<file path="config.mk">
export PLATFORM = sky130hd
export DESIGN_NAME = alu_sequencer
export DESIGN_NICKNAME = d
export VERILOG_FILES = /design/src/rtl/alu_sequencer.sv
export SDC_FILE = /design/constraint.sdc
export NUM_CORES = 1
export LEC_CHECK = 0
export ABC_AREA = 1
export CORE_ASPECT_RATIO = 0.8
export CORE_MARGIN = 5
export CORE_UTILIZATION = 25
export CTS_CLUSTER_SIZE = 28
export DETAILED_ROUTE_END_ITERATION = 12
export PLACE_DENSITY_LB_ADDON = 0.1
export SYNTH_ARGS = -nofsm -noshare
export SYNTH_HDL_FRONTEND = slang
export SYNTH_SLANG_ARGS = --single-unit
</file>
<file path="constraint.sdc">
create_clock -name clk -period 1.4 [get_ports clk]
set_clock_uncertainty 0.05 [all_clocks]
set_input_delay 0.28 -clock clk [delete_from_list [all_inputs] [get_ports clk]]
set_output_delay 0.28 -clock clk [all_outputs]
set_load 0.02 [all_outputs]
</file>
<file path="src/rtl/alu_sequencer.sv">
// Sequences the combinational 6502 alu: a single pass for binary operations and
// three passes (raw sum, low-nibble fix, high-nibble fix) for decimal ADC/SBC.
module alu_sequencer (
  input  logic       clk,
  input  logic       rst_n,
  input  logic       req_valid,
  output logic       req_ready,
  input  logic [3:0] req_op,
  input  logic [7:0] req_a,
  input  logic [7:0] req_b,
  input  logic       req_c,
  input  logic       req_v,
  input  logic       req_d,
  output logic [7:0] alu_a,
  output logic [7:0] alu_b,
  output logic       alu_i_addc,
  output logic       alu_daa,
  output logic       alu_sums,
  output logic       alu_ands,
  output logic       alu_ors,
  output logic       alu_eors,
  output logic       alu_srs,
  input  logic [7:0] alu_out,
  input  logic       alu_acr,
  input  logic       alu_hc,
  input  logic       alu_avr,
  output logic       rsp_valid,
  input  logic       rsp_ready,
  output logic [7:0] rsp_data,
  output logic       rsp_n,
  output logic       rsp_z,
  output logic       rsp_c,
  output logic       rsp_v
);

  localparam logic [3:0] OP_ADC = 4'd0;
  localparam logic [3:0] OP_SBC = 4'd1;
  localparam logic [3:0] OP_AND = 4'd2;
  localparam logic [3:0] OP_ORA = 4'd3;
  localparam logic [3:0] OP_EOR = 4'd4;
  localparam logic [3:0] OP_LSR = 4'd5;
  localparam logic [3:0] OP_ROR = 4'd6;
  localparam logic [3:0] OP_ASL = 4'd7;
  localparam logic [3:0] OP_ROL = 4'd8;
  localparam logic [3:0] OP_INC = 4'd9;
  localparam logic [3:0] OP_DEC = 4'd10;
  localparam logic [3:0] OP_CMP = 4'd11;

  typedef enum logic [2:0] {IDLE, P1, P2LO, P3HI, RESP} state_t;

  typedef struct packed {
    logic [7:0] a;
    logic [7:0] b;
    logic       cin;
    logic       daa;
    logic       sums;
    logic       ands;
    logic       ors;
    logic       eors;
    logic       srs;
  } drive_t;

  typedef struct packed {
    logic [7:0] data;
    logic       n;
    logic       z;
    logic       c;
    logic       v;
  } rsp_t;

  state_t     state_q, state_d;
  logic [3:0] op_q, op_d;
  logic [7:0] a_q, a_d;
  logic       c_q, c_d, v_q, v_d, d_q, d_d;
  logic [3:0] p1hi_q, p1hi_d;
  logic       c1_q, c1_d, v1_q, v1_d;
  logic [3:0] lo_q, lo_d;
  drive_t     drv_q, drv_d;
  rsp_t       rsp_q, rsp_d;

  logic       is_dec, is_addsub, is_nop, uses_c1, load_rsp;
  logic [7:0] res_data;
  logic       res_c, res_v;

  assign is_addsub = (op_q == OP_ADC) || (op_q == OP_SBC);
  assign is_dec    = is_addsub && d_q;
  assign is_nop    = (op_q > OP_CMP);
  assign uses_c1   = op_q inside {OP_ADC, OP_SBC, OP_CMP, OP_LSR, OP_ROR, OP_ASL, OP_ROL};

  always_ff @(posedge clk or negedge rst_n) begin
    if (!rst_n) begin
      state_q <= IDLE;
      op_q    <= '0;
      a_q     <= '0;
      c_q     <= 1'b0;
      v_q     <= 1'b0;
      d_q     <= 1'b0;
      p1hi_q  <= '0;
      c1_q    <= 1'b0;
      v1_q    <= 1'b0;
      lo_q    <= '0;
      drv_q   <= '0;
      rsp_q   <= '0;
    end else begin
      state_q <= state_d;
      op_q    <= op_d;
      a_q     <= a_d;
      c_q     <= c_d;
      v_q     <= v_d;
      d_q     <= d_d;
      p1hi_q  <= p1hi_d;
      c1_q    <= c1_d;
      v1_q    <= v1_d;
      lo_q    <= lo_d;
      drv_q   <= drv_d;
      rsp_q   <= rsp_d;
    end
  end

  // The ALU drive for the next state is computed here and registered, so the
  // combinational alu always sees a clean, request-independent drive.
  always_comb begin
    state_d  = state_q;
    op_d     = op_q;
    a_d      = a_q;
    c_d      = c_q;
    v_d      = v_q;
    d_d      = d_q;
    p1hi_d   = p1hi_q;
    c1_d     = c1_q;
    v1_d     = v1_q;
    lo_d     = lo_q;
    drv_d    = '0;
    rsp_d    = rsp_q;
    load_rsp = 1'b0;
    res_data = 8'h00;
    res_c    = 1'b0;
    res_v    = 1'b0;

    case (state_q)
      IDLE: begin
        if (req_valid) begin
          state_d = P1;
          op_d    = req_op;
          a_d     = req_a;
          c_d     = req_c;
          v_d     = req_v;
          d_d     = req_d;
          drv_d.a = req_a;
          drv_d.b = req_b;
          case (req_op)
            OP_ADC: begin drv_d.sums = 1'b1; drv_d.cin = req_c; drv_d.daa = req_d; end
            OP_SBC: begin drv_d.sums = 1'b1; drv_d.b = ~req_b; drv_d.cin = req_c; end
            OP_AND: drv_d.ands = 1'b1;
            OP_ORA: drv_d.ors = 1'b1;
            OP_EOR: drv_d.eors = 1'b1;
            OP_LSR: begin drv_d.srs = 1'b1; drv_d.b = 8'h00; end
            OP_ROR: begin drv_d.srs = 1'b1; drv_d.b = 8'h00; drv_d.cin = req_c; end
            OP_ASL: begin drv_d.sums = 1'b1; drv_d.b = req_a; end
            OP_ROL: begin drv_d.sums = 1'b1; drv_d.b = req_a; drv_d.cin = req_c; end
            OP_INC: begin drv_d.sums = 1'b1; drv_d.b = 8'h00; drv_d.cin = 1'b1; end
            OP_DEC: begin drv_d.sums = 1'b1; drv_d.b = 8'hFF; end
            OP_CMP: begin drv_d.sums = 1'b1; drv_d.b = ~req_b; drv_d.cin = 1'b1; end
            default: drv_d = '0;
          endcase
        end
      end
      P1: begin
        p1hi_d = alu_out[7:4];
        c1_d   = alu_acr;
        v1_d   = alu_avr;
        if (is_dec) begin
          state_d    = P2LO;
          drv_d.sums = 1'b1;
          drv_d.a    = {4'h0, alu_out[3:0]};
          if (op_q == OP_ADC) drv_d.b = alu_hc ? 8'h06 : 8'h00;
          else                drv_d.b = alu_hc ? 8'h00 : 8'h0A;
        end else begin
          state_d  = RESP;
          load_rsp = 1'b1;
          res_data = is_nop ? a_q : alu_out;
          res_c    = uses_c1 ? alu_acr : c_q;
          res_v    = is_addsub ? alu_avr : v_q;
        end
      end
      P2LO: begin
        state_d    = P3HI;
        lo_d       = alu_out[3:0];
        drv_d.sums = 1'b1;
        drv_d.a    = {p1hi_q, 4'h0};
        if (op_q == OP_ADC) drv_d.b = c1_q ? 8'h60 : 8'h00;
        else                drv_d.b = c1_q ? 8'h00 : 8'hA0;
      end
      P3HI: begin
        state_d  = RESP;
        load_rsp = 1'b1;
        res_data = {alu_out[7:4], lo_q};
        res_c    = c1_q;
        res_v    = v1_q;
      end
      RESP: begin
        if (rsp_ready) state_d = IDLE;
      end
      default: state_d = IDLE;
    endcase

    if (load_rsp) begin
      rsp_d.data = res_data;
      rsp_d.n    = res_data[7];
      rsp_d.z    = (res_data == 8'h00);
      rsp_d.c    = res_c;
      rsp_d.v    = res_v;
    end
  end

  assign req_ready  = (state_q == IDLE);
  assign rsp_valid  = (state_q == RESP);
  assign alu_a      = drv_q.a;
  assign alu_b      = drv_q.b;
  assign alu_i_addc = drv_q.cin;
  assign alu_daa    = drv_q.daa;
  assign alu_sums   = drv_q.sums;
  assign alu_ands   = drv_q.ands;
  assign alu_ors    = drv_q.ors;
  assign alu_eors   = drv_q.eors;
  assign alu_srs    = drv_q.srs;
  assign rsp_data   = rsp_q.data;
  assign rsp_n      = rsp_q.n;
  assign rsp_z      = rsp_q.z;
  assign rsp_c      = rsp_q.c;
  assign rsp_v      = rsp_q.v;

endmodule

</file>
==> impl_metrics.env <==
export IMPL_wl_mm=10.51
export IMPL_hold_violations=0
export IMPL_grt_max_degree=28
export IMPL_drive_above_1_share_pct=39.85
export IMPL_crit_fanout=3
export IMPL_post_route_period_util_pct=113.3
export IMPL_antenna_found_initial=0
export IMPL_critPathLaunch="state_q[0]$_DFFE_PN0P_"
export IMPL_synth_nets=404
export IMPL_drv_cap=0
export IMPL_netlist_area_um2=2980
export IMPL_failed_checks="setup timing"
export IMPL_final_cell_mix="92 x nand2_1, 64 x buf_4, 61 x dfrtp_1"
export IMPL_setup_viol=51
export IMPL_hold_path_startpoint="req_op[0]"
export IMPL_vias=3055
export IMPL_cts_root_buffer="clkbuf_16"
export IMPL_max_vdd_ir_drop_mv=0.6886
export IMPL_areaGrowthSynthToFinish_pct=85.10
export IMPL_routedWlPerCell_um=15.34
export IMPL_setup_slack_ps=-186.3
export IMPL_fmax_mhz=630.4
export IMPL_clockBufferDepth=2
export IMPL_final_core_util_pct=47.54
export IMPL_grt_pass1_vias=3232
export IMPL_floorplan_die_area_um2=14220
export IMPL_drc=0
export IMPL_end_kind="output port"
export IMPL_final_max_slew_viol_count=0
export IMPL_hold_ws_ps=349.0
export IMPL_cpMaxStageDelayCell="dfrtp_1"
export IMPL_rows=35
export IMPL_tritoncts="done"
export IMPL_diodes=0
export IMPL_p_leak_nw=2.776
export IMPL_path_cells="buf_6 > nor3_4 > buf_6"
export IMPL_powerDensity_nw_per_um2=1816
export IMPL_slew_headroom_pct=73.72
export IMPL_slowest_delay_ps=420
export IMPL_cts_buffers_inserted=9
export IMPL_globalplace_congestion=0.8499
export IMPL_drtIter0Drc=71
export IMPL_core_um2=11600
export IMPL_syn_area_per_cell_um2=8.233
export IMPL_regArea_um2=1553
export IMPL_grt_pass1_wl_mm=16.54
export IMPL_dieWidth_um=132.1
export IMPL_synth_warning_count=0
export IMPL_worst_setup_path_start_kind="flop"
export IMPL_io_pins=75
export IMPL_cts_sinks=62
export IMPL_worst_slew_pin_slew_ps=394.2
export IMPL_power_mw=10.02
export IMPL_ys_seq_area_share_pct=52.06
export IMPL_clk_pin_slew_worst_paths_ps=50
export IMPL_synthCells=362
export IMPL_arrival_ps=1260
export IMPL_hp_class="in -> reg"
export IMPL_die_h_um=107.7
export IMPL_io_buffers=74
export IMPL_grt_overflow_total=0
export IMPL_cp_required_ps=1070
export IMPL_timing_rr_start="state_q[0]$_DFFE_PN0P_"
export IMPL_worstSetupPathType="reg -> out"
export IMPL_layout_commonest_cell="nand2_1"
export IMPL_layout_min_cycle_time_ps=1586
export IMPL_multi_input_area_um2=1727
export IMPL_start_util_pct=25.68
export IMPL_nFillCells=1113
export IMPL_clkLatencyLatePin_ps=330
export IMPL_status="finished with violations"
export IMPL_rsz0062_at_grt="yes"
export IMPL_ant_nets=0
export IMPL_first_pass_iters=4
export IMPL_path_common_cell="buf_6"
export IMPL_hpwlAfterDp_mm=7.444
export IMPL_ys_ff_latch=62
export IMPL_grt_util_all_layers_pct=15.03
export IMPL_htree_levels=3
export IMPL_final_nets=575
export IMPL_yosysUniqueCellTypes=32
export IMPL_avgViaCountPerCell=4.460
[cell usage after synthesis]
library cell	count	area [um2]
nor3_1	3	15.01
mux2_2	1	11.26
nor2_1	18	67.56
nand2_1	126	473.0
buf_6	1	11.26
nand3_2	2	20.02
buf_4	5	37.54
o22ai_1	9	56.30
nor3_2	2	20.02
a31oi_1	2	12.51
clkinv_2	1	5.000
nand2_4	1	11.26
o211ai_1	6	45.04
nor2_2	3	18.77
nor2_4	2	22.52
nand2_2	4	25.02
dfrtp_1	62	1551
ha_1	4	50.05
a21oi_1	11	55.05
nand4_1	1	6.260
nor3_4	1	16.27
clkbuf_1	1	3.750
inv_1	29	108.9
o21ai_0	19	95.09
o21a_1	1	7.510
inv_2	4	15.01
buf_2	3	15.01
clkinv_1	1	3.750
nand3_1	33	165.2
o41ai_1	1	8.760
nor4_1	1	6.260
o21ai_1	4	20.02
[layout make-up]
type                       instances  area share (%)
sequential                        62           28.15
clock inverter                     1         0.09072
multi-input combinational        255           31.30
inverter                          35           2.858
timing repair buffer             168           28.78
timing repair inverter             2          0.6804
clock buffer                      14           4.786
tap                              148           3.357
[cells by family after synthesis]
family | share of synthesized area [%]
AND/OR/NAND/NOR | 29.09
flip-flops | 52.06
AO/OA/AOI/OAI | 10.08
buffers and inverters | 6.716
adder cells (fa/ha/maj) | 1.679
multiplexers | 0.3778
[stage by stage]
step / instance area (um2) / setup TNS [ps] / worst slack, ps / std cells
finish: 5517 / -4316 / -186.3 / 685
global route: 5517 / -8597 / -253.5 / 685
CTS: 5060 / -3275 / -191.5 / 678
detailed placement: 4453 / -9468 / -499.2 / 649
global placement: 4453 / -9220 / -468.5 / 649
floorplan: 2998 / -326.0 / -34.65 / 362
[routing by layer]
layer	vias to the layer above	part of all wire, %	track usage, %
li1	1526	-	-
met1	1450	50	20.75
met2	69	44	22.75
met3	10	4.8	4.486
met4	0	1.3	4.405
met5	-	0	0
[flip-flops by register name (all words and copies together), names as in the netlist, 3 cells and up]
signal and flops:
a_q 8, p1hi_q 4, op_q 4, lo_q 4, rsp_data 8, alu_a 8, state_q 3, alu_b 8
[worst max-delay path, delay by kind of cell, from the launching register on]
| kind | cells | cell delay [ps] |
|---|---|---|
| buffers and inverters | 2 | 290 |
| flip-flops | 1 | 420 |
| AND/OR/NAND/NOR | 1 | 220 |
[what timing repair did]
item / in CTS / in global routing
pin swaps: 15 / 27
gates resized for setup: 126 / 94
hold buffers: 1 / 0
buffers inserted: 11 / 10
gates cloned: 3 / 1
endpoints found under the setup margin: 70 / 67
endpoints found under the hold margin: 11 / 0
[path summary, 6_finish.rpt]
kind,endpoint,slack [ps],cells after the start
max,req_ready,-190,3
min,alu_daa$_DFF_PN0_,350,3
max reg2reg,alu_b[4]$_DFF_PN0_,-160,8
max in group asynchronous,op_q[2]$_DFFE_PN0P_,450,3
min in group asynchronous,alu_ors$_DFF_PN0_,360,2
min reg2reg,rsp_z$_DFFE_PN0P_,420,2
[power breakdown]
group	internal, mW	leakage [nW]	switching (mW)
sequential	2.44	0.795	0.423
combinational	2.38	1.85	2.73
clock	1.28	0.133	0.771
total	6.10	2.78	3.92
(Power assumes the default switching activity.)
==> patch 1, RTL diff (same flow settings) <==
Re-encode `state_t` (5 states) as one-hot, 5 bits wide.
--- a/src/rtl/alu_sequencer.sv
+++ b/src/rtl/alu_sequencer.sv
@@ -46,7 +46,7 @@
   localparam logic [3:0] OP_DEC = 4'd10;
   localparam logic [3:0] OP_CMP = 4'd11;
 
-  typedef enum logic [2:0] {IDLE, P1, P2LO, P3HI, RESP} state_t;
+  typedef enum logic [4:0] {IDLE = 5'b00001, P1 = 5'b00010, P2LO = 5'b00100, P3HI = 5'b01000, RESP = 5'b10000} state_t;
 
   typedef struct packed {
     logic [7:0] a;
Function: no difference found for any inputs over 10 cycles, from zero or initial values and one cycle with rst_n low; not proved beyond that.
==> patch 1 against the unedited design <==
The flow still finishes with violations (setup timing); power decreased by 6.4%; utilization is 2.8 points lower; setup slack gained 0.010 ns; global-route usage down 1.0 points; final cell count is 3.5% higher; synthesized area rose by 5.6%; routed wire length is 6.3% lower; cell area decreased by 0.68%; hold slack lost 0.027 ns; sequential cell count up 2; non-clock buffer count fell by 20; register-to-register slack lost 0.02 ns; critical endpoint is now rsp_valid; largest cell class unchanged; largest power group unchanged; highest routed layer unchanged.
==> patch 1: results (changes against the unedited design) <==
[synth]
synth_common_cells=nand2_1, dfrtp_1, nor2_1, inv_1, o21ai_0
synth.area.mux_share=0  ; -0.003778
synthAdderAreaFrac=0.01590  ; -0.0008880
yosysSeqAreaShare=0.5093  ; -0.01123

[sta]
whs_ns=0.3219  ; -0.02714 ns
fin_ws_ns=-0.1760  ; +0.01031 ns
setup_viol=53  ; +3.9%
finalSetupTns_ns=-5.472  ; -1.155 ns
relSlewSlack=0.7605  ; +0.02338

[detailed_routing]
met1_length_um=4705  ; -10%
wl_per_cell_um=13.89  ; -9.5%
totalWireLength_um=9848  ; -6.3%

[finish]
drive_gt1_frac=0.3885  ; -0.01003
fin_util=0.4472  ; -0.02816
seq_cells=64  ; +3.2%
clock_cell_area_share=0.05138  ; +0.002618
nonClkBufAreaFrac=0.2610  ; -0.02680
multi_input_area_share=0.3177  ; +0.004656

[run_status]
violations=setup timing
status=complete, but fails checks

[power]
vdd_ir_drop_max_mv=0.7818  ; +14%
clkPwrFrac=0.229  ; +0.024
power_density_nw_per_um2=1712  ; -5.7%
leakagePower_nw=2.801  ; +0.92%

[cts]
post_cts_resized=117  ; -7.1%
post_cts.repair.setup_buffers=10  ; -1

[global_routing]
grt_usage=0.1400  ; -0.01038
grt_max_degree=65  ; +130%
grt_pass1_vias=3135  ; -3.0%

[placement]
place_ws_ns=-0.5201  ; -0.02088 ns
gp_congestion=0.8172  ; -3.8%

==> patch 1: changes by cell type after synthesis, sizes merged, moves of 3 or more <==
cell,before,now
inv,33,45
nand2,131,135
nand3,35,14
nand4,1,4
nor2,23,44
nor3,6,2
o21ai,23,32
==> patch 1: worst paths after layout <==
| path | cells after the start | to | from |
|---|---|---|---|
| max | 4 | rsp_valid | state_q[2] |
| min | 2 | alu_eors | req_op[1] |
| max reg2reg | 10 | rsp_data[7] | state_q[1] |
| min reg2reg | 2 | rsp_data[2] | rsp_data[2] |
| max in group asynchronous | 3 | state_q[0] | rst_n |
| min in group asynchronous | 3 | alu_srs | rst_n |
==> patch 1: metal layers <==
| layer | GRT usage | vias up |
|---|---|---|
| li1 | - | 1518 |
| met1 | 0.1863 | 1390 |
| met3 | 0.04719 | 7 |
| met4 | 0.03885 | 0 |
| met5 | 0 | - |
| met2 | 0.2188 | 56 |
==> patch 2, RTL diff (same settings) <==
Without the edit above. Take the reset off `op_q`, `a_q` and `lo_q` and load them in a clocked block of their own.
--- a/src/rtl/alu_sequencer.sv
+++ b/src/rtl/alu_sequencer.sv
@@ -90,31 +90,31 @@
   always_ff @(posedge clk or negedge rst_n) begin
     if (!rst_n) begin
       state_q <= IDLE;
-      op_q    <= '0;
-      a_q     <= '0;
       c_q     <= 1'b0;
       v_q     <= 1'b0;
       d_q     <= 1'b0;
       p1hi_q  <= '0;
       c1_q    <= 1'b0;
       v1_q    <= 1'b0;
-      lo_q    <= '0;
       drv_q   <= '0;
       rsp_q   <= '0;
     end else begin
       state_q <= state_d;
-      op_q    <= op_d;
-      a_q     <= a_d;
       c_q     <= c_d;
       v_q     <= v_d;
       d_q     <= d_d;
       p1hi_q  <= p1hi_d;
       c1_q    <= c1_d;
       v1_q    <= v1_d;
-      lo_q    <= lo_d;
       drv_q   <= drv_d;
       rsp_q   <= rsp_d;
     end
+  end
+
+  always_ff @(posedge clk) begin
+    op_q <= op_d;
+    a_q  <= a_d;
+    lo_q <= lo_d;
   end
 
   // The ALU drive for the next state is computed here and registered, so the
Check against the original RTL: same outputs for any inputs over 10 cycles, from zero or initial values and one cycle with rst_n low; that may be too few to reach the edited logic, so the function may still have changed.
==> patch 2 against the unedited design <==
The run still ends with setup timing left; setup slack improved by 0.033 ns; synthesized cell count fell by 8.8%; cell area fell by 3.7%; synthesized area fell by 1.9%; critical path depth rose by 4; routed wire length fell by 11%; clock power rose by 9%; utilization fell by 1.2 points; sequential cell count did not move; power fell by 15%; critical endpoint is now a_q[4]; highest routed layer unchanged.
==> patch 2: results (changes against the unedited design) <==
[power]
vdd_ir_drop_max_mv=0.5047  ; -27%
leakagePower_nw=2.623  ; -5.5%
p_seq_mw=2.61  ; -8.7%
p_sw_frac=0.3442  ; -0.04717
clkPwrFrac=0.263  ; +0.058
power_mw=8.467  ; -15%

[setup_path]
rr_worst_depth=7  ; -1
r2r-end=a_q[4]
cp_top_family=buffers and inverters
reg2reg_from=state_q[1]
crit_fanout=5  ; +2
criticalPathCategory=reg -> reg

[detailed_routing]
num_vias=2797  ; -8.4%
drt_iter0_drc=75  ; +5.6%
wl_per_cell_um=14.19  ; -7.5%

[placement]
place_hpwl_um=6820  ; -8.4%
placed_area_sq_um=4424  ; -0.65%
place_ws_ns=-0.4589  ; +0.04028 ns
post-place-cells=618  ; -4.8%
gp_congestion=0.8151  ; -4.1%

[sta]
finalSetupTns_ns=-4.961  ; -0.6450 ns
setup_viol=51  ; unchanged
fin_ws_ns=-0.1533  ; +0.03304 ns
tightestPinTransition_ns=0.3468  ; -0.04747 ns
whs_ns=0.3254  ; -0.02363 ns

[cts]
post_cts.repair.setup_buffers=15  ; +4
post_cts_resized=98  ; -22%
cts_buffers=9  ; unchanged

[synth]
synth_compound_area_frac=0.1006  ; -0.0001564
yosysSeqAreaShare=0.5582  ; +0.03765
synthAdderAreaFrac=0.01712  ; +0.0003307
synth_nets=372  ; -7.9%
synth_common_cells=nand2_1, dfrtp_1, inv_1, nand3_1, o21ai_0
async_flop_share=0.7419  ; -0.2581
synth_edf_count=16  ; +16

[finish]
drive_gt1_frac=0.4261  ; +0.02756
diodes=0  ; unchanged

[run_status]
violations=setup timing
status=complete, but fails checks

[min_path]
min_from=req_op[2]
min_to=op_q[2]
min_path_cells=1  ; -2

[global_routing]
grt_max_degree=47  ; +68%
grt_pass1_wl_um=14630  ; -12%

## patch 2: changes by cell type after synthesis, moves of 5 or more
cell,before,now
dfrtp_1,62,46
a21oi_1,11,5
edfxtp_1,0,16
o21ai_0,19,27
inv_2,4,10
o22ai_1,9,4
nand2_1,126,97
## patch 2: layout make-up
cell class / instances / area (sq um)
fillers: 1113 / 6158
well taps: 148 / 185.2
multi-input cells: 219 / 1431
inverters: 41 / 160.2
clock inverters: 5 / 58.81
repair buffers: 176 / 1604
flip-flops and latches: 62 / 1633
clock buffers: 11 / 242.7
## patch 2: layer usage
layer  vias to the layer above  global-route usage  part of all wire
met2                        72              0.1974              0.44
li1                       1437                   -                 -
met5                         -                   0                 0
met4                         0             0.04258            0.0075
met1                      1280              0.1989              0.48
met3                         8             0.03984             0.067
## patch 2: worst reg2reg max path: cells and delay by family (launching register included)
family	cells	cell delay, ns
buf+inv	5	0.65
simple gates	2	0.18
flops	1	0.40
